### config.mk
export PLATFORM = sky130hd
export DESIGN_NAME = outbuf_drain
export DESIGN_NICKNAME = d
export VERILOG_FILES = /design/src/rtl/outbuf_drain.sv
export SDC_FILE = /design/constraint.sdc
export NUM_CORES = 1
export LEC_CHECK = 0
export ABC_AREA = 0
export CAP_MARGIN = 20
export CORE_ASPECT_RATIO = 0.7
export CORE_UTILIZATION = 45
export DETAILED_ROUTE_END_ITERATION = 16
export PLACE_DENSITY = 0.75
export SLEW_MARGIN = 20
export SYNTH_ARGS = -nofsm -noshare
export SYNTH_HDL_FRONTEND = slang
export SYNTH_SLANG_ARGS = --single-unit
### constraint.sdc
create_clock -name clk -period 12.2 [get_ports clk]
set_input_delay 2.44 -clock clk [delete_from_list [all_inputs] [get_ports clk]]
set_output_delay 2.44 -clock clk [all_outputs]
set_load 0.05 [all_outputs]
### src/rtl/outbuf_drain.sv
// outbuf_drain: byte FIFO between the CPU bus and the output peripheral.
// The CPU writes 1-4 bytes per word access. The block drains one byte per
// clock as single-lane writes to OUT_BASE.
// Optional build macro: OUTBUF_PAUSE_EN adds a CTRL[1] pause flag that
// holds off draining.
//
// state | meaning
// IDLE  | no byte on the output bus this cycle
// SEND  | a popped byte is being written to the peripheral this cycle
module outbuf_drain #(
   parameter int          DEPTH    = 16,
   parameter logic [31:0] OUT_BASE = 32'h00034560
) (
   input  logic        clk,
   input  logic        reset,
   input  logic [31:0] daddr,
   input  logic [31:0] dwdata,
   input  logic [3:0]  dwe,
   output logic [31:0] drdata,
   output logic [31:0] out_daddr,
   output logic [31:0] out_dwdata,
   output logic [3:0]  out_dwe
);

   localparam int AW = $clog2(DEPTH);
   localparam int LW = AW + 1;

   typedef enum logic {IDLE = 1'b0, SEND = 1'b1} state_t;

   state_t        state_q, state_d;
   logic [7:0]    mem_q [DEPTH];
   logic [AW-1:0] wptr_q, wptr_d, rptr_q, rptr_d;
   logic [LW-1:0] level_q, level_d, room;
   logic          ovf_q, ovf_d;
   logic          pause_q;
   logic [31:0]   sent_q;
   logic [3:0]    out_dwe_q, out_dwe_d;
   logic [7:0]    out_byte_q, out_byte_d;

   logic [1:0]    sel;
   logic          wr_data, wr_ctrl, accept, pop;
   logic [2:0]    n;
   logic [1:0]    off [4];
   logic [7:0]    bypass_byte, pop_byte;
   logic          unused_addr;

   assign sel         = daddr[3:2];
   assign unused_addr = ^{daddr[31:4], daddr[1:0]};
   assign wr_data     = (sel == 2'd0) && (dwe != 4'b0000);
   assign wr_ctrl     = (sel == 2'd2) && (dwe != 4'b0000);
   assign n           = {2'b0, dwe[0]} + {2'b0, dwe[1]} + {2'b0, dwe[2]} + {2'b0, dwe[3]};
   assign room        = LW'(DEPTH) - level_q;
   // Room is judged on the start-of-cycle level; a same-cycle pop never helps.
   assign accept      = wr_data && (LW'(n) <= room);

   // Slot offset of each enabled lane, packing lanes in order 0..3.
   always_comb begin
      off[0] = 2'd0;
      off[1] = {1'b0, dwe[0]};
      off[2] = {1'b0, dwe[0]} + {1'b0, dwe[1]};
      off[3] = {1'b0, dwe[0]} + {1'b0, dwe[1]} + {1'b0, dwe[2]};
   end

   // First enabled lane, used when the FIFO is empty so a fresh byte leaves next cycle.
   always_comb begin
      bypass_byte = 8'h00;
      if (dwe[3]) bypass_byte = dwdata[31:24];
      if (dwe[2]) bypass_byte = dwdata[23:16];
      if (dwe[1]) bypass_byte = dwdata[15:8];
      if (dwe[0]) bypass_byte = dwdata[7:0];
   end

   // Pop whenever a byte is available, either buffered or arriving this cycle.
   assign pop      = ((level_q != '0) || accept) && !pause_q;
   assign pop_byte = (level_q != '0) ? mem_q[rptr_q] : bypass_byte;

   // Storage write: every accepted lane lands in the array, including a bypassed byte.
   always_ff @(posedge clk) begin
      for (int k = 0; k < 4; k++) begin
         if (accept && dwe[k]) mem_q[wptr_q + AW'(off[k])] <= dwdata[8*k +: 8];
      end
   end

   // Pointer, level and overflow next-state.
   always_comb begin
      wptr_d  = wptr_q + (accept ? AW'(n) : '0);
      rptr_d  = rptr_q + AW'(pop);
      level_d = level_q + (accept ? LW'(n) : '0) - LW'(pop);
      ovf_d   = ovf_q;
      if (wr_data && !accept) ovf_d = 1'b1;
      if (wr_ctrl && dwdata[0]) ovf_d = 1'b0;
   end

   // Drain FSM next state and registered output values.
   always_comb begin
      state_d    = IDLE;
      out_dwe_d  = 4'b0000;
      out_byte_d = 8'h00;
      if (pop) begin
         state_d    = SEND;
         out_dwe_d  = 4'b0001;
         out_byte_d = pop_byte;
      end
   end

   // State, FIFO control and output registers.
   always_ff @(posedge clk) begin
      if (reset) begin
         state_q    <= IDLE;
         wptr_q     <= '0;
         rptr_q     <= '0;
         level_q    <= '0;
         ovf_q      <= 1'b0;
         sent_q     <= 32'd0;
         out_dwe_q  <= 4'b0000;
         out_byte_q <= 8'h00;
      end else begin
         state_q    <= state_d;
         wptr_q     <= wptr_d;
         rptr_q     <= rptr_d;
         level_q    <= level_d;
         ovf_q      <= ovf_d;
         out_dwe_q  <= out_dwe_d;
         out_byte_q <= out_byte_d;
         if (out_dwe_q != 4'b0000) sent_q <= sent_q + 32'd1;
      end
   end

`ifdef OUTBUF_PAUSE_EN
   // Pause flag, rewritten from dwdata[1] on every CTRL write.
   always_ff @(posedge clk) begin
      if (reset)        pause_q <= 1'b0;
      else if (wr_ctrl) pause_q <= dwdata[1];
   end
`else
   assign pause_q = 1'b0;
`endif

   assign out_daddr  = OUT_BASE;
   assign out_dwe    = out_dwe_q;
   assign out_dwdata = (state_q == SEND) ? {24'h0, out_byte_q} : 32'h0;

   // CPU read mux.
   always_comb begin
      drdata = 32'h0;
      case (sel)
         2'd1: begin
            drdata[8:0] = 9'(level_q);
            drdata[16]  = (level_q == '0);
            drdata[17]  = (level_q == LW'(DEPTH));
            drdata[18]  = ovf_q;
            drdata[19]  = pause_q;
         end
         2'd2:    drdata[1] = pause_q;
         2'd3:    drdata = sent_q;
         default: drdata = 32'h0;
      endcase
   end

endmodule
Yosys cells after proc, flatten, opt, wreduce, memory -nomap -nowiden:

Memory sizes are Yosys's and may differ from the RTL's. A register that Yosys moved wholly into a read port is not among the register bits.
Index checks and enable logic that the tools add are counted.

* memories: 1
* bits in writable memories: 128
* register bits after elaboration: 59

Memories
* mem_q: words 16, bits a word 8, rd ports 1, clocked after Yosys merged registers in 1, wr ports 4, line 31 `logic [7:0] mem_q [DEPTH];`

* reductions and logical operators: 18
* muxes and demuxes: 25
* equality and inequality tests: 4
* bitwise gates (word level): 1
* magnitude comparators: 1
* add/sub/neg operators: 14

Operator list (number)
* $mux W8: 6
* $add A32 B1 Y32 const B: 1
* $pmux W7 S2: 1
* $mux W12: 1
* $mux W1: 10
* $logic_and A1 B1 Y1: 9
* $add A4 B1 Y4: 2
* $add A4 B2 Y4: 2
* $pmux W4 S2: 1
* $reduce_bool A4 Y1: 2
* $mux W7: 1
* $mux W3: 2
* $add A5 B3 Y5: 1
* $eq A5 B5 Y1 const B: 1
* $le A3 B5 Y1: 1
* $logic_not A5 Y1: 1
* $reduce_bool A5 Y1: 1
* $sub A5 B1 Y5: 1
* $sub A5 B5 Y5 const A: 1
* $add A1 B1 Y2: 2
* $add A4 B3 Y4: 1
* $eq A2 B2 Y1 const B: 2
* $mux W4: 1
* $pmux W1 S2: 2
* 9 further kinds: 10

Depth between registers and ports, before layout:

* depth after elaboration: 8
* depth in mapped cells: 23

Least setup slack after synthesis:

No wires, ideal clock.

* path type: input port to flip-flop
* start point: input port dwe[1]
* end point: register level_q[4]
* stages: 21
* slack: 5.414 ns
* arrival: 6.658 ns
* buffers on the path: 4
* required time: 12.072 ns
* cells stage by stage: clkbuf_1 inv_1 fa_1 inv_1 ha_1 ha_1 ha_1 a211oi_2 or2_1 clkbuf_1 buf_4 buf_4 and2_1 nand2_1 ha_1 fa_1 inv_1 a21o_1 a21oi_1 xnor2_1 nor2_1

* cells in the longest elaborated chain, start to end: 8

Ends and longest elaborated chain
* from (decl): line 18 `input logic [3:0] dwe,`
* $add A1 B1 Y2: line 51 `assign n = {2'b0, dwe[0]} + {2'b0, dwe[1]} + {2'b0, dwe[2]} + {2'b0, dwe[3]};`
* $add A2 B1 Y3: line 51
* $add A3 B1 Y3: line 51
* $le A3 B5 Y1: line 54 `assign accept = wr_data && (LW'(n) <= room);`
* $logic_and A1 B1 Y1: line 54
* $mux W3: line 88 `level_d = level_q + (accept ? LW'(n) : '0) - LW'(pop);`
* $add A5 B3 Y5: line 88
* $sub A5 B1 Y5 (*): line 88
* to (signal assigned): line 121 `level_q <= level_d;`
* to (decl): line 33 `logic [LW-1:0] level_q, level_d, room;`

Every way passes the cells marked *; elsewhere a longest branch is shown, timed or not.
A chain may end at the register's enable or synchronous reset.

==> out/qor.csv <==
metric,value,unit
fin_crit,8230,ps
pre_cts_slack,3760,ps
timing.rr.start,level_q[0]$_SDFF_PP0_,
synthMuxAreaShare,19.6,%
cts_buffers,17,
h-tree-depth,4,
async_flop_share,0,%
num_vias,12500,
via_per_inst,6.50,
synth-compound-area-share,12.8,%
ctsHoldBuffers,0,
cts_setup_buffers,0,
worstMarginPinSlew,1300,ps
hold_start,sent_q[7]$_SDFFE_PP0P_,
drtIter0Drc,1944,
rsz0062_at_grt,no,
insertion_delay,460,ps
rr_endpoint,mem_q[13][7]$_DFFE_PP_,
first_global_vias,11300,
comb_power_share,39.7,%
whs_path_depth,2,
cts.sinks,183,
route.top_layer_used,met4,
grt_max_degree,48,
synth_top_flop_cell,edfxtp_1,
hold_path_end,sent_q[7]$_SDFFE_PP0P_,
synth-simple-area-share,18.5,%
cp.arrival,8220,ps
cp_data_required_time,12190,ps
synth_fa_ha_area_share,3.37,%
dr_wl_met3,7680,um
wire_per_inst,24.8,um
cts_tree,done,
grt_use_total,29.0,%
layout-drive-gt1-share,14.0,%
grt_pass1_wl,70200,um
port_buffers,80,
overflow,0,
slew_violations,0,
die_height,151,um
critPathCaptureType,flip-flop,
cts-root-buf,clkbuf_16,
seq_area,4950,um2
initial_core_util,45.9,%
rows,54,
hold_class,reg2reg,
cp-start-kind,input port,
cts_buffer_depth,2,
setup-tns-final,0,ps
crit_type,in2reg,
finClkSkew,13.1,ps
p_sw_share,40.1,%
multiInputGateArea,8390,um2
timing.final.ws_setup,3970,ps
wl_met2,18800,um
synth_edf_count,128,
syn2layout_area_growth,8.66,%
syn_avg_cell_area,9.48,um2
status,finished clean,
fin_crit_sh,67.4,%
syn_area,14300,um2
wl,47600,um
finalSetupViolations,0,
nFillCells,2808,
critPathMaxFanout,21,
p_switching,0.000867,W
first_pass_iters,5,
synth_xor_area_share,2.51,%
ctsResizeCount,0,
die-area,32500,um2
gp_congestion,0.991,
place_hpwl,31800,um
hold_violations,0,
synth_top_family_by_area,multiplexers,
yosysWarnings,0,
p_per_area,139,nW/um2
r2r_setup_slack,7520,ps
drv_cap,0,
drt-met1-wl,19600,um
rr_worst_depth,10,
coreArea,31200,um2
io_pins,170,
p_int,0.00130,W
antenna_cells,0,
synth-seq-cells,183,
antenna_found_initial,1,
nNetsFinal,1588,
max-vdd-ir-drop,0.0942,mV
chipWidth,215,um
relSlewSlack,12.9,%
synthCells,1510,
drc,0,
clk_pin_slew,70,ps
ant_nets,0,
power_leakage,6.25,nW
seq_power_share,34.8,%
power.share.clock,25.5,%
clock.fmax,122,MHz
yosysSeqAreaShare,34.5,%
synth_cell_types,67,
[through the flow]
stage	instances	total power (W)	hold slack [ps]	utilization (%)	area (um2)
finish	1916	0.00216	523	49.8	15600
global route	1916	0.00224	546	49.8	15600
CTS	1912	0.00213	512	49.7	15500
detailed placement	1880	0.00159	500	47.9	14900
global placement	1880	0.00157	475	47.9	14900
floorplan	1567	0.00137	460	-	14500
[state kept, by name, indices dropped and copies added, names as in the netlist]
name / count
level_q: 5
mem_q: 128
rptr_q: 4
sent_q: 32
ovf_q: 1
wptr_q: 4
out_byte_q: 8
state_q: 1
[how the worst max path moves through the flow]
stage	endpoint	slack, ps	start	cells after the start
final	mem_q[13][7]$_DFFE_PP_	3970	dwe[0]	13
after global routing	mem_q[13][3]$_DFFE_PP_	3780	dwe[0]	13
after CTS	mem_q[13][7]$_DFFE_PP_	4250	dwe[0]	13
after detailed placement	mem_q[13][4]$_DFFE_PP_	3760	dwe[0]	13
after global placement	mem_q[13][5]$_DFFE_PP_	3820	dwe[0]	13
after floorplan	level_q[4]$_SDFF_PP0_	5410	dwe[1]	21
[per-layer routing]
layer,vias up,global-route usage [%]
met5,-,0
met1,5976,41.6
met2,982,39.4
li1,5379,-
met4,0,11.5
met3,124,10.1
[synthesized netlist by cell type (14+ instances only)]
master,instances,area share [%]
o31ai_1,17,0.89
clkbuf_1,89,2.3
nand3_1,44,1.5
nor3_1,16,0.56
a21oi_1,103,3.6
ha_1,29,2.5
inv_1,34,0.89
mux4_2,32,5.0
buf_4,62,3.3
or2_2,84,3.7
nor2b_1,17,0.74
and2_1,14,0.61
and3_1,41,1.8
buf_2,38,1.3
edfxtp_1,128,27
xor2_1,28,1.7
or2_1,14,0.61
a41oi_1,14,0.86
mux2i_1,209,15
nand2_1,102,2.7
dfxtp_1,55,7.7
a31oi_1,78,3.4
or3_1,24,1.0
o211ai_1,21,1.1
nor2_1,50,1.3
[final cells by class]
type / instances / area share (%)
Inverter: 35 / 0.845
Clock buffer: 18 / 2.90
Timing Repair Buffer: 108 / 6.47
Multi-Input combinational cell: 1138 / 53.9
Clock inverter: 14 / 0.700
Tap cell: 420 / 3.38
Sequential cell: 183 / 31.8
[power by group through the flow]
stage | registers, W | clock network (W) | logic [W]
floorplan | 0.000749 | 0 | 0.000620
detailed placement | 0.000765 | 0 | 0.000829
global placement | 0.000763 | 0 | 0.000806
finish | 0.000753 | 0.000552 | 0.000860
global route | 0.000757 | 0.000577 | 0.000907
CTS | 0.000751 | 0.000551 | 0.000831
[cell usage in the layout (no fill, tap or decap), types with 15 or more instances in the layout]
cell,instances
mux2i_1,209
edfxtp_1,128
a21oi_1,103
nand2_1,102
or2_2,84
clkdlybuf4s50_1,79
a31oi_1,78
conb_1,59
dfxtp_1,54
nor2_1,50
nand3_1,44
and3_1,41
inv_1,34
mux4_2,32
ha_1,29
xor2_1,28
buf_4,25
or3_1,24
o211ai_1,21
clkbuf_16,18
nor2b_1,17
o31ai_1,17
nor3_1,15
[cells by family (layout without fill, tap and decap cells)]
logic type      after synthesis  after routing
compound gates              284            284
xor+xnor                     41             41
fa+ha+maj                    35             35
buf+inv                     246            175
flops                       183            183
mux                         241            241
other cells                   2             59
simple gates                478            478
[worst max-delay path, cell delays in order]
cell and delay [ps]:
clkdlybuf4s50_1 1060, inv_1 290, fa_1 600, inv_1 40
ha_1 180, ha_1 290, ha_1 330, nand3_1 140
o2111ai_4 290, nor2_2 640, buf_4 390, or3_1 760
nand4_1 720
(Power assumes the default switching activity.)
